**src/rtl/sipo_receiver.sv**
```systemverilog
// sipo_receiver: start/data/stop framed serial-in, parallel-out receiver with a one-word valid/ready holding buffer
//
// Optional feature macro: PARITY_EN (adds an even-parity bit after the data bits).
//
// Ports:
//   clk         rising-edge clock
//   clr         asynchronous active-high reset
//   sin         serial line, idle high
//   sin_en      bit strobe; sin is only sampled on edges with sin_en=1
//   dir         0 = LSB first, 1 = MSB first; latched at start-bit detection
//   dout        received word (holding buffer)
//   dout_valid  holding buffer full
//   dout_ready  consumer accepts dout
//   busy        frame in progress
//   overrun     one-cycle pulse: good word dropped because the buffer was full
//   frame_err   one-cycle pulse: stop bit sampled low
//   parity_err  one-cycle pulse: parity mismatch (always 0 without PARITY_EN)
module sipo_receiver #(
  parameter int WIDTH = 4
) (
  input  logic             clk,
  input  logic             clr,
  input  logic             sin,
  input  logic             sin_en,
  input  logic             dir,
  output logic [WIDTH-1:0] dout,
  output logic             dout_valid,
  input  logic             dout_ready,
  output logic             busy,
  output logic             overrun,
  output logic             frame_err,
  output logic             parity_err
);
  localparam int CW = $clog2(WIDTH + 1);
  localparam logic [2:0] S_IDLE      = 3'd0;
  localparam logic [2:0] S_DATA      = 3'd1;
  localparam logic [2:0] S_STOP      = 3'd3;
  localparam logic [2:0] S_WAIT_HIGH = 3'd4;
  logic [2:0]       r_state;
  logic [WIDTH-1:0] r_sh;
  logic [CW-1:0]    r_cnt;
  logic             r_dir;
  logic [WIDTH-1:0] r_dout;
  logic             r_valid;
  logic             r_overrun;
  logic             r_frame_err;
  logic             w_perr;
  logic             w_good;
  logic             w_load;
  logic [2:0]       w_after_data;
  // A good stop bit loads the buffer when it is empty or being drained on this same edge.
  assign w_good = sin_en & (r_state == S_STOP) & sin & ~w_perr;
  assign w_load = w_good & (~r_valid | dout_ready);
`ifdef PARITY_EN
  localparam logic [2:0] S_PARITY = 3'd2;
  logic r_perr;
  logic r_parity_err;
  logic w_par_bad;
  // Even parity over data plus parity bit: any odd total is a mismatch.
  assign w_par_bad    = (^r_sh) ^ sin;
  assign w_after_data = S_PARITY;
  assign w_perr       = r_perr;
  assign parity_err   = r_parity_err;
  always_ff @(posedge clk or posedge clr) begin
    if (clr) begin
      r_perr       <= 1'b0;
      r_parity_err <= 1'b0;
    end else begin
      r_parity_err <= sin_en & (r_state == S_PARITY) & w_par_bad;
      if (sin_en && r_state == S_IDLE && !sin) r_perr <= 1'b0;
      else if (sin_en && r_state == S_PARITY) r_perr <= w_par_bad;
    end
  end
`else
  assign w_after_data = S_STOP;
  assign w_perr       = 1'b0;
  assign parity_err   = 1'b0;
`endif
  always_ff @(posedge clk or posedge clr) begin
    if (clr) begin
      r_state     <= S_IDLE;
      r_sh        <= '0;
      r_cnt       <= '0;
      r_dir       <= 1'b0;
      r_dout      <= '0;
      r_valid     <= 1'b0;
      r_overrun   <= 1'b0;
      r_frame_err <= 1'b0;
    end else begin
      r_overrun   <= w_good & r_valid & ~dout_ready;
      r_frame_err <= sin_en & (r_state == S_STOP) & ~sin;
      r_valid     <= w_load | (r_valid & ~dout_ready);
      if (w_load) r_dout <= r_sh;
      if (sin_en) begin
        case (r_state)
          S_IDLE: if (!sin) begin
            r_dir   <= dir;
            r_cnt   <= '0;
            r_sh    <= '0;
            r_state <= S_DATA;
          end
          S_DATA: begin
            r_sh  <= r_dir ? {r_sh[WIDTH-2:0], sin} : {sin, r_sh[WIDTH-1:1]};
            r_cnt <= r_cnt + 1'b1;
            if (r_cnt == CW'(WIDTH - 1)) r_state <= w_after_data;
          end
`ifdef PARITY_EN
          S_PARITY:    r_state <= S_STOP;
`endif
          S_STOP:      r_state <= sin ? S_IDLE : S_WAIT_HIGH;
          // A held-low line (break) must return high before a new start bit counts.
          S_WAIT_HIGH: if (sin) r_state <= S_IDLE;
          default:     r_state <= S_IDLE;
        endcase
      end
    end
  end
  assign dout       = r_dout;
  assign dout_valid = r_valid;
  assign busy       = r_state != S_IDLE;
  assign overrun    = r_overrun;
  assign frame_err  = r_frame_err;
endmodule

```
**config.mk**
```make
export PLATFORM = sky130hd
export DESIGN_NAME = sipo_receiver
export DESIGN_NICKNAME = d
export VERILOG_FILES = /design/src/rtl/sipo_receiver.sv
export SDC_FILE = /design/constraint.sdc
export NUM_CORES = 1
export LEC_CHECK = 0
export ABC_AREA = 1
export CAP_MARGIN = 20
export CORE_UTILIZATION = 35
export CTS_CLUSTER_DIAMETER = 100
export DETAILED_ROUTE_END_ITERATION = 8
export DONT_BUFFER_PORTS = 1
export PLACE_DENSITY = 0.58
export SYNTH_ARGS = -nofsm -noshare
export SYNTH_HDL_FRONTEND = slang
export SYNTH_SLANG_ARGS = --single-unit
export TNS_END_PERCENT = 30
```
**constraint.sdc**
```tcl
create_clock -name clk -period 1.5 [get_ports clk]
set_input_delay 0.3 -clock clk [delete_from_list [all_inputs] [get_ports clk]]
set_output_delay 0.3 -clock clk [all_outputs]
set_load 0.02 [all_outputs]
```
**Word level (Yosys, flattened, before mapping)**

Cells that the tools add are included.

- Bits in registers: 18
- Input port bits: 6

- $add $sub $neg: 1
- Equal/unequal tests: 7
- Multiplexer cells: 10
- Bitwise gates (word level): 12
- Reductions and logical operators: 6

Operators by type and width:

| operator | number |
|---|---|
| 3-bit two-way mux | 5 |
| 3-bit one-hot mux with 4 select lines | 1 |
| 4-bit two-way mux | 2 |
| 4-bit one-hot mux with 2 select lines | 1 |
| 1-bit bitwise AND | 7 |
| 3-bit by 2-bit equality test with 1-bit output (second input constant) | 2 |
| 2-bit != test (second input constant) | 3 |
| 3-bit one-hot mux with 2 select lines | 1 |
| 3-bit AND reduction | 2 |
| 4-bit AND reduction | 1 |
| 3-bit by 1-bit adder with 3-bit output (second input constant) | 1 |
| 3-bit by 1-bit equality test with 1-bit output (second input constant) | 1 |
| 3-bit equality test (second input constant) | 1 |
| 3-bit zero test | 1 |
| 1-bit NOT | 3 |
| 3-bit nonzero test | 1 |
| 1-bit OR | 2 |
| 2-bit nonzero test | 1 |

**Logic depth before layout (Yosys ltp)**

- Depth after elaboration: 5
- Gate-level depth with buffers: 8

**Least setup slack after synthesis**

OpenSTA, ideal clock, no wires.

- Path type: register to register
- Start point: register r_cnt[0]
- End point: register r_state[1]
- Library setup time: 0.121 ns
- Data arrival time: 1.038 ns
- Setup slack: 0.341 ns
- Cell stages (with the launch flop): 9
- Clock period less this slack: 1.159 ns
- Cells stage by stage: dfrtp_1 ha_1 ha_1 inv_1 nand3_1 nand2_1 inv_1 nand3_1 nand2_1

- Cells in the longest elaborated chain, start to end: 3

RTL lines:

| element | line | text |
|---|---|---|
| start, declared | 41 | `logic [CW-1:0] r_cnt;` |
| start signal, assigned | 104 | `r_cnt <= r_cnt + 1'b1;` |
| 3-bit by 2-bit equality test with 1-bit output | 105 | `if (r_cnt == CW'(WIDTH - 1)) r_state <= w_after_data;` |
| 2-bit != test (no line) | -- |  |
| 4-bit AND reduction (no line) | -- |  |
| end signal, assigned | 105 |  |
| end signal, assigned | 110 | `S_STOP: r_state <= sin ? S_IDLE : S_WAIT_HIGH;` |
| end, declared | 39 | `logic [2:0] r_state;` |

Every way passes these cells.
A chain may end at the register's enable or synchronous reset.

**Final worst setup path**

- Start point: register r_state[1]
- End point: output port busy

- Cells in the longest elaborated chain, start to end: 1

RTL lines:

| element | line | text |
|---|---|---|
| 3-bit nonzero test | 120 | `assign busy = r_state != S_IDLE;` |
| end, declared | 29 | `output logic busy,` |

Every way passes these cells.

==> results.md <==
- Post-route ant nets: 0
- CP endpoint kind: output pin
- Die Y: 53.02 um
- DRC violations left: 0
- CP required: 1.20 ns
- Clk sinks: 18
- Synth Area in Simple Gates: 27.06%
- Largest net degree at the start of global routing: 19
- Complex-gate fraction of the synthesized area: 12.50%
- Syn Std Cell Area: 910.9 sq um
- DR iter-0 viols: 8
- Clock-pin slew on the worst setup and hold paths: 0.11 ns
- Core area: 0.002477 sq mm
- Avg Cell Area, Syn: 8.281 sq um
- Max-slew violations: 0
- Synth warn: 0
- Placed insts: 139
- Detailed-route wire length: 1676 um
- Detailed Place HPWL: 1253 um
- Gpl congestion: 0.7587
- Post-synth EDFFs: 0
- WL/cell: 11.64 um
- Most frequent cells after synthesis: nand2_1, dfrtp_1, inv_1, nand3_1, o21ai_0
- Post-Syn Nets: 118
- Vias in the first global route: 659
- Maximum vdd drop: 0.001263 V
- Initial antenna violation count: 0
- Crit path max fanout: 5
- Root Buffer: clkbuf_4
- Die X-Extent: 53.02 um
- Cts bufs inserted: 3
- Final Non-Filler Cells: 144
- Cell taking the most area after synthesis: dfrtp_1
- TNS Setup: 0 ns
- Fmax: 0.7157 GHz
- RSZ-0062 raised after global routing: no
- Ys async rst share: 100.0%
- Hold Crit Class: in -> reg
- Design area: 992.2 sq um
- Slowest CP cell: dfrtp_1
- DR pass1 iterations: 5
- First-pass GRT wire length: 2656 um
- Unique cell type count in the Yosys netlist: 20
- Register area share after synthesis: 49.45%
- Largest delay share family, worst path: flip-flops
- Nets: 123
- Final hold slack: 0.1167 ns
- WS Path Type: reg -> out
- Adder-cell area share of the yosys netlist: 2.747%
- Layout cell share with drive strength beyond 1: 14.91%
- Most frequent cell after synthesis: nand2_1
- H-tree depth: 1
- GRT overflow: 0
- Cell Area, Placed: 944.7 sq um
- Num rows: 18
- Leakage: 0.4981 nW
- Final period utilization: 93.15%
- Worst-path cell chain: nor2_4, nand2_2
- Cell count after synthesis: 110
- Synth Register Bits: 18
- Total GRT Usage: 13.38%
- CTS tree: done
- Skew-Pair Late Insertion Delay: 0.30 ns
- Die area: 0.002811 sq mm
- IO Count: 15
- Status: completed
- Max cap viols: 0
- Ant. Diodes: 0
- Starting density of the core: 36.77%
- Area Overhead vs Synth: 8.929%
- Power Density: 1884 mW/mm^2
- Routed via count: 690
- Final Setup Violations: 0
- Min Tclk post-route: 1.397 ns
- CTS max path bufs: 2
- Area share of the largest cell type after synthesis: 49.45%
- Worst Setup Start Kind: flip-flop
- Peak per-stage delay on the critical path: 0.47 ns
- Number of port buffers: 0
- Buf/Inv on CP: 0
- Post-synthesis mux area share: 0%
- Synth Area in XOR/XNOR: 0%
- Synth area leaders: dfrtp_1, nand2_1, inv_1, nand3_1, o21ai_0
- Vias per cell: 4.792
- Largest family of logic cells by synthesized area: simple AND/OR/NAND/NOR gates
- Data arrival, critical path: 1.10 ns
- Main flop type after synthesis: dfrtp_1
- Final Hold Vio Count: 0
- Skew final: 0.003411 ns
[through the flow]
step	util [%]	setup slack (ns)	total power, W
2_1_floorplan	-	0.3406	0.001422
3_3_place_gp	38.13	0.3001	0.001535
3_5_place_dp	38.13	0.2586	0.001570
4_1_cts	40.00	0.03659	0.001882
5_1_grt	40.05	0.04454	0.002022
6_report	40.05	0.1028	0.001869
[power breakdown]
part,internal [W],total (W),leakage [nW],switching [W]
Combinational,0.000241,0.000685,0.238,0.000444
Clock,0.000148,0.000311,0.0210,0.000163
Sequential,0.000652,0.000873,0.239,0.000221
Total,0.00104,0.00187,0.498,0.000828
[registers in the layout (all words and copies together) (netlist names)]
name and cells:
r_cnt 3, r_state 3, dout_valid 1, overrun 1, r_dir 1, dout 4
frame_err 1, r_sh 4
[cell usage in the layout, fill, tap and decap left out, drive strengths merged]
cell,count
conb,1
nand3,10
inv,16
nand2,32
nor2,9
o21bai,3
dfrtp,18
ha,2
dlygate4sd3,1
o21ai,13
clkbuf,4
buf,1
nor3,1
a21oi,3
[area by class of cell]
type                            instances  area (sq um)
Sequential cell                        18         451.7
Fill cell                             272          1485
Inverter                               16         60.06
Tap cell                               30         37.54
Clock buffer                            4         36.28
Multi-Input combinational cell         74         389.1
Timing Repair Buffer                    2         17.52
[worst paths after layout]
check	start	endpoint	slack, ns	depth (start not counted)
setup / recovery	r_state[1]	busy	0.10	2
hold / removal	dir	r_dir	0.12	2
setup reg to reg	r_cnt[0]	r_state[0]	0.24	8
hold reg to reg	r_sh[0]	r_sh[0]	0.51	2
max in group asynchronous	clr	r_state[0]	0.84	3
min in group asynchronous	clr	dout[1]	0.45	3
[what timing repair did]
action,4_1_cts,5_1_grt
hold buffers,1,0
hold endpoints to repair,18,0
endpoints found under the setup margin,0,1
buffers inserted,0,0
gates resized for setup,0,1
[worst reg2reg max path, stage by stage (launching register included)]
cell	delay (ns)
dfrtp_1	0.40
ha_1	0.20
ha_1	0.18
inv_1	0.05
nand3_1	0.08
nand2_1	0.08
inv_1	0.05
nand3_1	0.06
nand2_1	0.06
[logic make-up after synthesis]
logic type	count (synthesis)
other	1
adders and majority gates	2
DFF	18
and+or+nand+nor	52
AOI/OAI and AO/OA	19
buffers and inverters	18
[metal layers]
layer,up-vias,GRT usage [%],wire [um]
met5,-,0,0
met4,0,2.632,10
met3,2,5.747,114
met2,21,23.84,775
met1,311,14.61,775
li1,356,-,-
Power figures use the tool's default switching activity.
